$ cat src/rtl/button_switch_reader_pkg.sv
// Shared constants for the switch/button reader: register map and counter width.
package button_switch_reader_pkg;
  localparam int DATA_W = 32;
  localparam int ADDR_W = 2;
  localparam int PCNT_W = 8;

  localparam logic [ADDR_W-1:0] ADDR_SW    = 2'd0;
  localparam logic [ADDR_W-1:0] ADDR_BTN   = 2'd1;
  localparam logic [ADDR_W-1:0] ADDR_FLAGS = 2'd2;
  localparam logic [ADDR_W-1:0] ADDR_PCNT  = 2'd3;
endpackage

$ cat src/rtl/button_switch_reader_if.sv
// Processor-side read port of the switch/button reader.
interface button_switch_reader_if;
  import button_switch_reader_pkg::*;
  logic              rd_en;
  logic [ADDR_W-1:0] rd_addr;
  logic [DATA_W-1:0] rd_data;
  logic              irq_pending;

  modport master (output rd_en, rd_addr, input  rd_data, irq_pending);
  modport slave  (input  rd_en, rd_addr, output rd_data, irq_pending);
endinterface

$ cat src/rtl/button_switch_reader_debounce.sv
// One input bit: 2-flop synchronizer plus hold-time debounce.
// rise pulses combinationally in the cycle whose edge raises stable.
module debounce_bit #(
  parameter int DEBOUNCE_CYCLES = 4
) (
  input  logic clk,
  input  logic rst,
  input  logic din,
  output logic stable,
  output logic rise
);
  localparam int CNT_W = (DEBOUNCE_CYCLES > 1) ? $clog2(DEBOUNCE_CYCLES) : 1;
  localparam logic [CNT_W-1:0] CNT_MAX = CNT_W'(DEBOUNCE_CYCLES - 1);

  logic             sync1_q, sync2_q;
  logic             stable_q, stable_d;
  logic [CNT_W-1:0] cnt_q, cnt_d;

  always_comb begin
    stable_d = stable_q;
    cnt_d    = '0;
    if (sync2_q != stable_q) begin
      if (cnt_q == CNT_MAX) stable_d = sync2_q;
      else                  cnt_d    = cnt_q + 1'b1;
    end
  end

  always_ff @(posedge clk or posedge rst) begin
    if (rst) begin
      sync1_q  <= 1'b0;
      sync2_q  <= 1'b0;
      stable_q <= 1'b0;
      cnt_q    <= '0;
    end else begin
      sync1_q  <= din;
      sync2_q  <= sync1_q;
      stable_q <= stable_d;
      cnt_q    <= cnt_d;
    end
  end

  assign stable = stable_q;
  assign rise   = stable_d & ~stable_q;
endmodule

$ cat src/rtl/button_switch_reader.sv
// Debounced switch/button reader: sticky press flags, btn0 press counter,
// and a 4-word read-only window with registered read data.
module button_switch_reader
  import button_switch_reader_pkg::*;
#(
  parameter int NUM_SW          = 16,
  parameter int NUM_BTN         = 4,
  parameter int DEBOUNCE_CYCLES = 4
) (
  input  logic               clk,
  input  logic               rst,
  input  logic [NUM_SW-1:0]  sw_in,
  input  logic [NUM_BTN-1:0] btn_in,
  button_switch_reader_if.slave bus
);
  localparam int NUM_IN = NUM_SW + NUM_BTN;

  logic [NUM_IN-1:0]  raw, stable, rise;
  logic [NUM_SW-1:0]  sw_stable;
  logic [NUM_BTN-1:0] btn_stable, press;
  logic               unused_sw_rise;

  assign raw = {btn_in, sw_in};

  for (genvar i = 0; i < NUM_IN; i++) begin : g_db
    debounce_bit #(.DEBOUNCE_CYCLES(DEBOUNCE_CYCLES)) u_db (
      .clk    (clk),
      .rst    (rst),
      .din    (raw[i]),
      .stable (stable[i]),
      .rise   (rise[i])
    );
  end

  assign sw_stable      = stable[NUM_SW-1:0];
  assign btn_stable     = stable[NUM_IN-1:NUM_SW];
  assign press          = rise[NUM_IN-1:NUM_SW];
  assign unused_sw_rise = ^rise[NUM_SW-1:0];

  logic [NUM_BTN-1:0] flags_q, flags_d, clr;
  logic [PCNT_W-1:0]  pcnt_q, pcnt_d;
  logic [DATA_W-1:0]  rd_data_q, rd_data_d, rd_word;

  always_comb begin
    rd_word = '0;
    case (bus.rd_addr)
      ADDR_SW:    rd_word[NUM_SW-1:0]  = sw_stable;
      ADDR_BTN:   rd_word[NUM_BTN-1:0] = btn_stable;
      ADDR_FLAGS: rd_word[NUM_BTN-1:0] = flags_q;
      ADDR_PCNT:  rd_word[PCNT_W-1:0]  = pcnt_q;
      default:    rd_word = '0;
    endcase
  end

  // Only flags actually returned are cleared; a same-edge press survives.
  always_comb begin
    clr       = (bus.rd_en && bus.rd_addr == ADDR_FLAGS) ? flags_q : '0;
    flags_d   = (flags_q & ~clr) | press;
    pcnt_d    = pcnt_q + PCNT_W'(press[0]);
    rd_data_d = bus.rd_en ? rd_word : rd_data_q;
  end

  always_ff @(posedge clk or posedge rst) begin
    if (rst) begin
      flags_q   <= '0;
      pcnt_q    <= '0;
      rd_data_q <= '0;
    end else begin
      flags_q   <= flags_d;
      pcnt_q    <= pcnt_d;
      rd_data_q <= rd_data_d;
    end
  end

  assign bus.rd_data     = rd_data_q;
  assign bus.irq_pending = |flags_q;
endmodule
$ cat src/flat_wrapper.sv
// flat-port wrapper written by rule: the top's interface ports become plain ports
module button_switch_reader_flat import button_switch_reader_pkg::*;
#(
  parameter int NUM_SW          = 16,
  parameter int NUM_BTN         = 4,
  parameter int DEBOUNCE_CYCLES = 4
)
  (clk, rst, sw_in, btn_in, bus_rd_en, bus_rd_addr, bus_rd_data, bus_irq_pending);
  button_switch_reader_if bus_i ();
  input  logic clk;
  input  logic rst;
  input  logic [NUM_SW-1:0] sw_in;
  input  logic [NUM_BTN-1:0] btn_in;
  input wire logic [$bits(bus_i.rd_en)-1:0] bus_rd_en;
  input wire logic [$bits(bus_i.rd_addr)-1:0] bus_rd_addr;
  output wire logic [$bits(bus_i.rd_data)-1:0] bus_rd_data;
  output wire logic [$bits(bus_i.irq_pending)-1:0] bus_irq_pending;
  assign bus_i.rd_en = bus_rd_en;
  assign bus_i.rd_addr = bus_rd_addr;
  assign bus_rd_data = bus_i.rd_data;
  assign bus_irq_pending = bus_i.irq_pending;
  button_switch_reader #(.NUM_SW(NUM_SW), .NUM_BTN(NUM_BTN), .DEBOUNCE_CYCLES(DEBOUNCE_CYCLES)) u_core (.clk(clk), .rst(rst), .sw_in(sw_in), .btn_in(btn_in), .bus(bus_i));
endmodule
$ cat config.mk
export PLATFORM = sky130hd
export DESIGN_NAME = button_switch_reader_flat
export DESIGN_NICKNAME = d
export VERILOG_FILES = /design/src/rtl/button_switch_reader_pkg.sv /design/src/rtl/button_switch_reader_if.sv /design/src/rtl/button_switch_reader_debounce.sv /design/src/rtl/button_switch_reader.sv /design/src/flat_wrapper.sv
export SDC_FILE = /design/constraint.sdc
export NUM_CORES = 1
export LEC_CHECK = 0
export ABC_CLOCK_PERIOD_IN_PS = 3500
export BUFFER_PORTS_ARGS = -buffer_cell sky130_fd_sc_hd__buf_2
export CAP_MARGIN = 15
export CORE_MARGIN = 2
export CORE_UTILIZATION = 49
export CTS_BUF_LIST = sky130_fd_sc_hd__clkbuf_8
export DETAILED_ROUTE_END_ITERATION = 10
export PLACE_DENSITY = 0.69
export RECOVER_POWER = 25
export SYNTH_ARGS = -nofsm -noshare
export SYNTH_HDL_FRONTEND = slang
export SYNTH_HIERARCHICAL = 1
export SYNTH_SLANG_ARGS = --single-unit
export TNS_END_PERCENT = 5
$ cat constraint.sdc
create_clock -name clk -period 3.5 [get_ports clk]
set_input_delay 0.525 -clock clk [delete_from_list [all_inputs] [get_ports clk]]
set_output_delay 0.525 -clock clk [all_outputs]
set_load 0.03 [all_outputs]
==> results_dict.tcl, run 1 <==
set metrics [dict create \
    crit_path_max_fanout 3 \
    coreArea_sq_um 9820 \
    fmax_mhz 481 \
    num_antenna_cells 0 \
    tritoncts "yes" \
    ctsResizeCount 0 \
    viasPerCell 4.80 \
    layout.nets 509 \
    numCtsBuffers 17 \
    post_cts_buffers 0 \
    drive_above_1_share 0.196 \
    slew_violations 0 \
    end_kind "output pin" \
    dp_hpwl_um 5680 \
    grt-ovfl-total 0 \
    crit_end "bus_irq_pending" \
    layout_commonest_cell "dfrtp_1" \
    initial_core_util 0.509 \
    syn_avg_cell_area_sq_um 12.5 \
    r2r-end "u_core/pcnt_q[4]$_DFF_PP0_" \
    detail_route.iter0.violations 91 \
    place_congestion 0.800 \
    clk_pin_slew_worst_paths_ns 0.08 \
    die_h_um 105 \
    fin_crit_sh 0.594 \
    io_pins 58 \
    critPathLaunchType "flop" \
    hold_path_class "primary input to flop" \
    numClockSinks 128 \
    maxSlewHeadroom 0.313 \
    crit_start "u_core/flags_q[0]$_DFF_PP0_" \
    cap_violations 0 \
    layout_common_cells "dfrtp_1, inv_1, buf_2, o21ai_0, nand2_1" \
    vias 2889 \
    worstPathArrival_ns 1.55 \
    peakVddDrop_v 0.000441 \
    cts_max_path_buffers 2 \
    worstSetupPathType "flop to output pin" \
    synth_cells 401 \
    rr_startpoint "u_core/g_db[16].u_db/cnt_q[0]$_DFF_PP0_" \
    ys_warn_count 6 \
    tns_ns 0 \
    finalHoldViolations 0 \
    power_leakage_nw 2.85 \
    port_buffers 41 \
    grt_pass1_wl_um 14300 \
    fin_crit_ns 2.08 \
    status "finished, final reports clean" \
    drtPass1Iterations 4 \
    avgRoutedWirePerCell_um 13.8 \
    antenna_found_initial 0 \
    hold_buffers 0 \
    grt_setup_unrepaired "false" \
    chipWidth_um 105 \
    ant_nets 0 \
    grt.total_usage 0.169 \
    die_area_sq_um 11000 \
    insertion_delay_ns 0.43 \
    clk_root_buffer_cell "clkbuf_8" \
    fin_skew_ns 0.0101 \
    finalSetupViolCount 0 \
    drc 0 \
    htreeDepth 4 \
    r2r_cells 7 \
    power_mw 4.34 \
    power.density_nw_per_um2 761 \
    dp.cells 570 \
    final_cells 602 \
    utilization 0.581 \
    worstMarginPinSlew_ns 1.03 \
    required_ns 2.97 \
    grt_max_degree 29 \
    grt_pass1_vias 3122 \
    syn_area_sq_um 4990 \
    routed_wl_um 8290 \
    row_count 36 \
    reg2reg_setup_slack_ns 1.81 \
    area_growth_pct 14.3 \
]
sequential cells by signal (all words and copies together) (netlist names):
register,count
u_core/flags_q,4
u_core/pcnt_q,8
u_core/g_db.u_db/stable,20
u_core/g_db.u_db/cnt_q,40
u_core/g_db.u_db/sync2_q,20
u_core/bus.rd_data,16
u_core/g_db.u_db/sync1_q,20
metrics by stage:
| stage | setup slack, ns | hold slack (ns) | cell area [sq um] |
|---|---|---|---|
| floorplan | 1.93 | 0.304 | 5050 |
| global placement | 1.78 | 0.332 | 5270 |
| detailed placement | 1.76 | 0.335 | 5270 |
| CTS | 1.37 | 0.159 | 5680 |
| global route | 1.36 | 0.154 | 5710 |
| finish | 1.42 | 0.192 | 5710 |
where the power goes:
part	internal, mW	total, mW	switching (mW)
logic	0.418	0.910	0.492
registers	1.86	2.14	0.282
clock network	0.719	1.29	0.573
critical path, stage by stage (launching register included):
cell	delay [ns]
dfrtp_1	0.41
or4_1	0.53
buf_2	0.19
worst min-delay path by stage:
stage / start / to / slack [ns] / cells after the start
2_1_floorplan: rst / u_core/g_db[0].u_db/cnt_q[0]$_DFF_PP0_ / 0.30 / 1
3_3_place_gp: u_core/g_db[0].u_db/sync1_q$_DFF_PP0_ / u_core/g_db[0].u_db/sync2_q$_DFF_PP0_ / 0.33 / 0
3_5_place_dp: u_core/g_db[14].u_db/sync1_q$_DFF_PP0_ / u_core/g_db[14].u_db/sync2_q$_DFF_PP0_ / 0.33 / 0
4_1_cts: sw_in[13] / u_core/g_db[13].u_db/sync1_q$_DFF_PP0_ / 0.16 / 1
5_1_grt: sw_in[14] / u_core/g_db[14].u_db/sync1_q$_DFF_PP0_ / 0.15 / 1
6_report: sw_in[13] / u_core/g_db[13].u_db/sync1_q$_DFF_PP0_ / 0.19 / 1
routing by layer:
metal  global-route usage  vias up  wire, um
met5                    0        -         0
met4               0.0848        0       175
met3               0.0605       17       426
met2                0.263       73      4040
met1                0.210     1433      3650
li1                     -     1366         -
layout make-up:
class,instances,area (sq um)
multi-input combinational,208,1470
clock buffer,18,248
tap,133,166
clock inverter,13,164
sequential,128,3200
inverter,60,225
timing repair buffer,42,231
fill,831,4110
Power figures use the tool's default switching activity.
==> inputs of run 2 (changes only) <==
Settings changed: ABC_AREA set to 1, ABC_CLOCK_PERIOD_IN_PS 3500 to 2000.
Clock period 3.5 ns to 2 ns, I/O delays scaled along.
==> run 2 against run 1 <==
Against the previous run: register-to-register slack lost 1.5 ns; sequential share of layout area is 4.3 points lower; die area up 5.2%; critical path depth rose by 8; area after synthesis grew 5.4%; core utilization grew 1.5 points; sequential power grew 71%; total power up 75%; design area up 8.3%; critical endpoint is now u_core/pcnt_q[6]$_DFF_PP0_.
==> results_dict.tcl, run 2 <==
set metrics [dict create \
    status "finished, final reports clean" \
    die_h_um 108 \
    grt_setup_unrepaired "false" \
    syn_area_sq_um 5260 \
    fin_crit_ns 1.65 \
    ant_nets 0 \
    grt_pass1_wl_um 15200 \
    worstSetupPathType "flop to flop" \
    avgRoutedWirePerCell_um 11.3 \
    vias 3478 \
    grt.total_usage 0.176 \
    finalHoldViolations 0 \
    synth_cells 553 \
    hold_slack_ns 0.240 \
    clk_root_buffer_cell "clkbuf_8" \
    tritoncts "yes" \
    dp.cells 726 \
    wl_met3_um 390 \
    tns_ns 0 \
    routed_wl_um 8820 \
    num_antenna_cells 0 \
    crit_chain "ha_1 -> nand2_1 -> nor2_1 -> ha_1 -> ha_1 -> nand3_2 -> nor2_2 -> nand2_1 -> nand2_1 -> nand2_1" \
    largest_reg_flops 40 \
    coreArea_sq_um 10400 \
    cp.buffers_inverters 0 \
    dp_hpwl_um 6370 \
    highest_layer "met4" \
    slew_violations 0 \
    layout_commonest_cell "nand2_1" \
    antenna_found_initial 0 \
    die_area_sq_um 11600 \
    cp_common_cell "nand2_1" \
    port_buffers 41 \
    fin_ws_ns 0.349 \
    ys_warn_count 6 \
    layout_common_cells "nand2_1, dfrtp_1, inv_1, nor2_1, buf_2" \
    area_growth_pct 17.4 \
    worstPathArrival_ns 1.99 \
    cp_slowest_cell "dfrtp_1" \
    drc 0 \
    detail_route.iter0.violations 152 \
    cap_violations 0 \
    initial_core_util 0.507 \
    end_kind "flop" \
    fin_crit_sh 0.825 \
    required_ns 2.33 \
    maxSlewHeadroom 0.185 \
    numClockSinks 128 \
    worstMarginPinSlew_ns 1.22 \
    regMostFlops "u_core/g_db.u_db/cnt_q" \
    power.density_nw_per_um2 1230 \
    grt_pass1_vias 3522 \
    numCtsBuffers 17 \
    layout.nets 682 \
    htreeDepth 4 \
    crit_path_max_fanout 3 \
    dp_slack_ns 0.363 \
    place_congestion 0.776 \
    wl_met2_um 4260 \
    grt_max_degree 24 \
    final_cells 779 \
    io_pins 58 \
    fmax_mhz 606 \
    finalSetupViolCount 0 \
    drtPass1Iterations 4 \
    drive_above_1_share 0.120 \
    met1_length_um 3980 \
    syn_avg_cell_area_sq_um 9.52 \
    insertion_delay_ns 0.44 \
    fin_skew_ns 0.00569 \
    ctsResizeCount 0 \
    row_count 37 \
    max_stage_delay_ns 0.35 \
    peakVddDrop_v 0.000662 \
    viasPerCell 4.46 \
    cp_top_family "adder cells" \
    hold_path_class "primary input to flop" \
    power_leakage_nw 3.45 \
    chipWidth_um 108 \
    critPathLaunchType "flop" \
    clk_pin_slew_worst_paths_ns 0.07 \
    grt-ovfl-total 0 \
    cts_max_path_buffers 2 \
]
[run 2: worst register-to-register path: cells and delay by family, from the launching register on]
family / cells / cell delay (ns)
simple gates: 7 / 0.59
fa+ha+maj: 3 / 0.60
flops: 1 / 0.35
[run 2: final cells by class]
cell class / count / area (sq um)
timing repair buffer: 63 / 420
clock buffer: 22 / 303
clock inverter: 10 / 108
tap: 136 / 170
inverter: 105 / 394
fill: 912 / 4190
sequential: 128 / 3200
multi-input combinational: 315 / 1580
[run 2: path summary, 6_finish.rpt]
kind / end / slack, ns / from / depth (start not counted)
hold / removal: u_core/bus.rd_data[14]$_DFFE_PP0P_ / 0.24 / bus_rd_en / 3
max in group asynchronous: u_core/bus.rd_data[3]$_DFFE_PP0P_ / 0.49 / rst / 4
min in group asynchronous: u_core/g_db[18].u_db/cnt_q[1]$_DFF_PP0_ / 0.88 / rst / 3
hold reg to reg: u_core/g_db[1].u_db/sync2_q$_DFF_PP0_ / 0.35 / u_core/g_db[1].u_db/sync1_q$_DFF_PP0_ / 0
setup reg to reg: u_core/pcnt_q[6]$_DFF_PP0_ / 0.35 / u_core/g_db[16].u_db/cnt_q[0]$_DFF_PP0_ / 10
setup / recovery: u_core/pcnt_q[6]$_DFF_PP0_ / 0.35 / u_core/g_db[16].u_db/cnt_q[0]$_DFF_PP0_ / 10
[run 2: metal layers]
metal	GRT usage	vias up
met5	0	-
met4	0.0852	0
met3	0.0660	19
met2	0.278	59
met1	0.213	1628
li1	-	1772
[run 2: report_power, final]
part | switching, mW | internal [mW]
sequential | 0.385 | 3.26
combinational | 1.05 | 0.683
clock | 0.956 | 1.26
[run 2: what timing repair did]
action | in CTS | in global routing
setup endpoints to repair | 0 | 0
hold buffers | 21 | 0
hold endpoints to repair | 44 | 0
setup buffers | 0 | 0
[run 2: stage by stage]
step	power [mW]	util	area [sq um]
2_1_floorplan	4.97	-	5320
3_3_place_gp	5.27	0.536	5560
3_5_place_dp	5.42	0.536	5560
4_1_cts	7.72	0.596	6180
5_1_grt	8.23	0.596	6180
6_report	7.60	0.596	6180
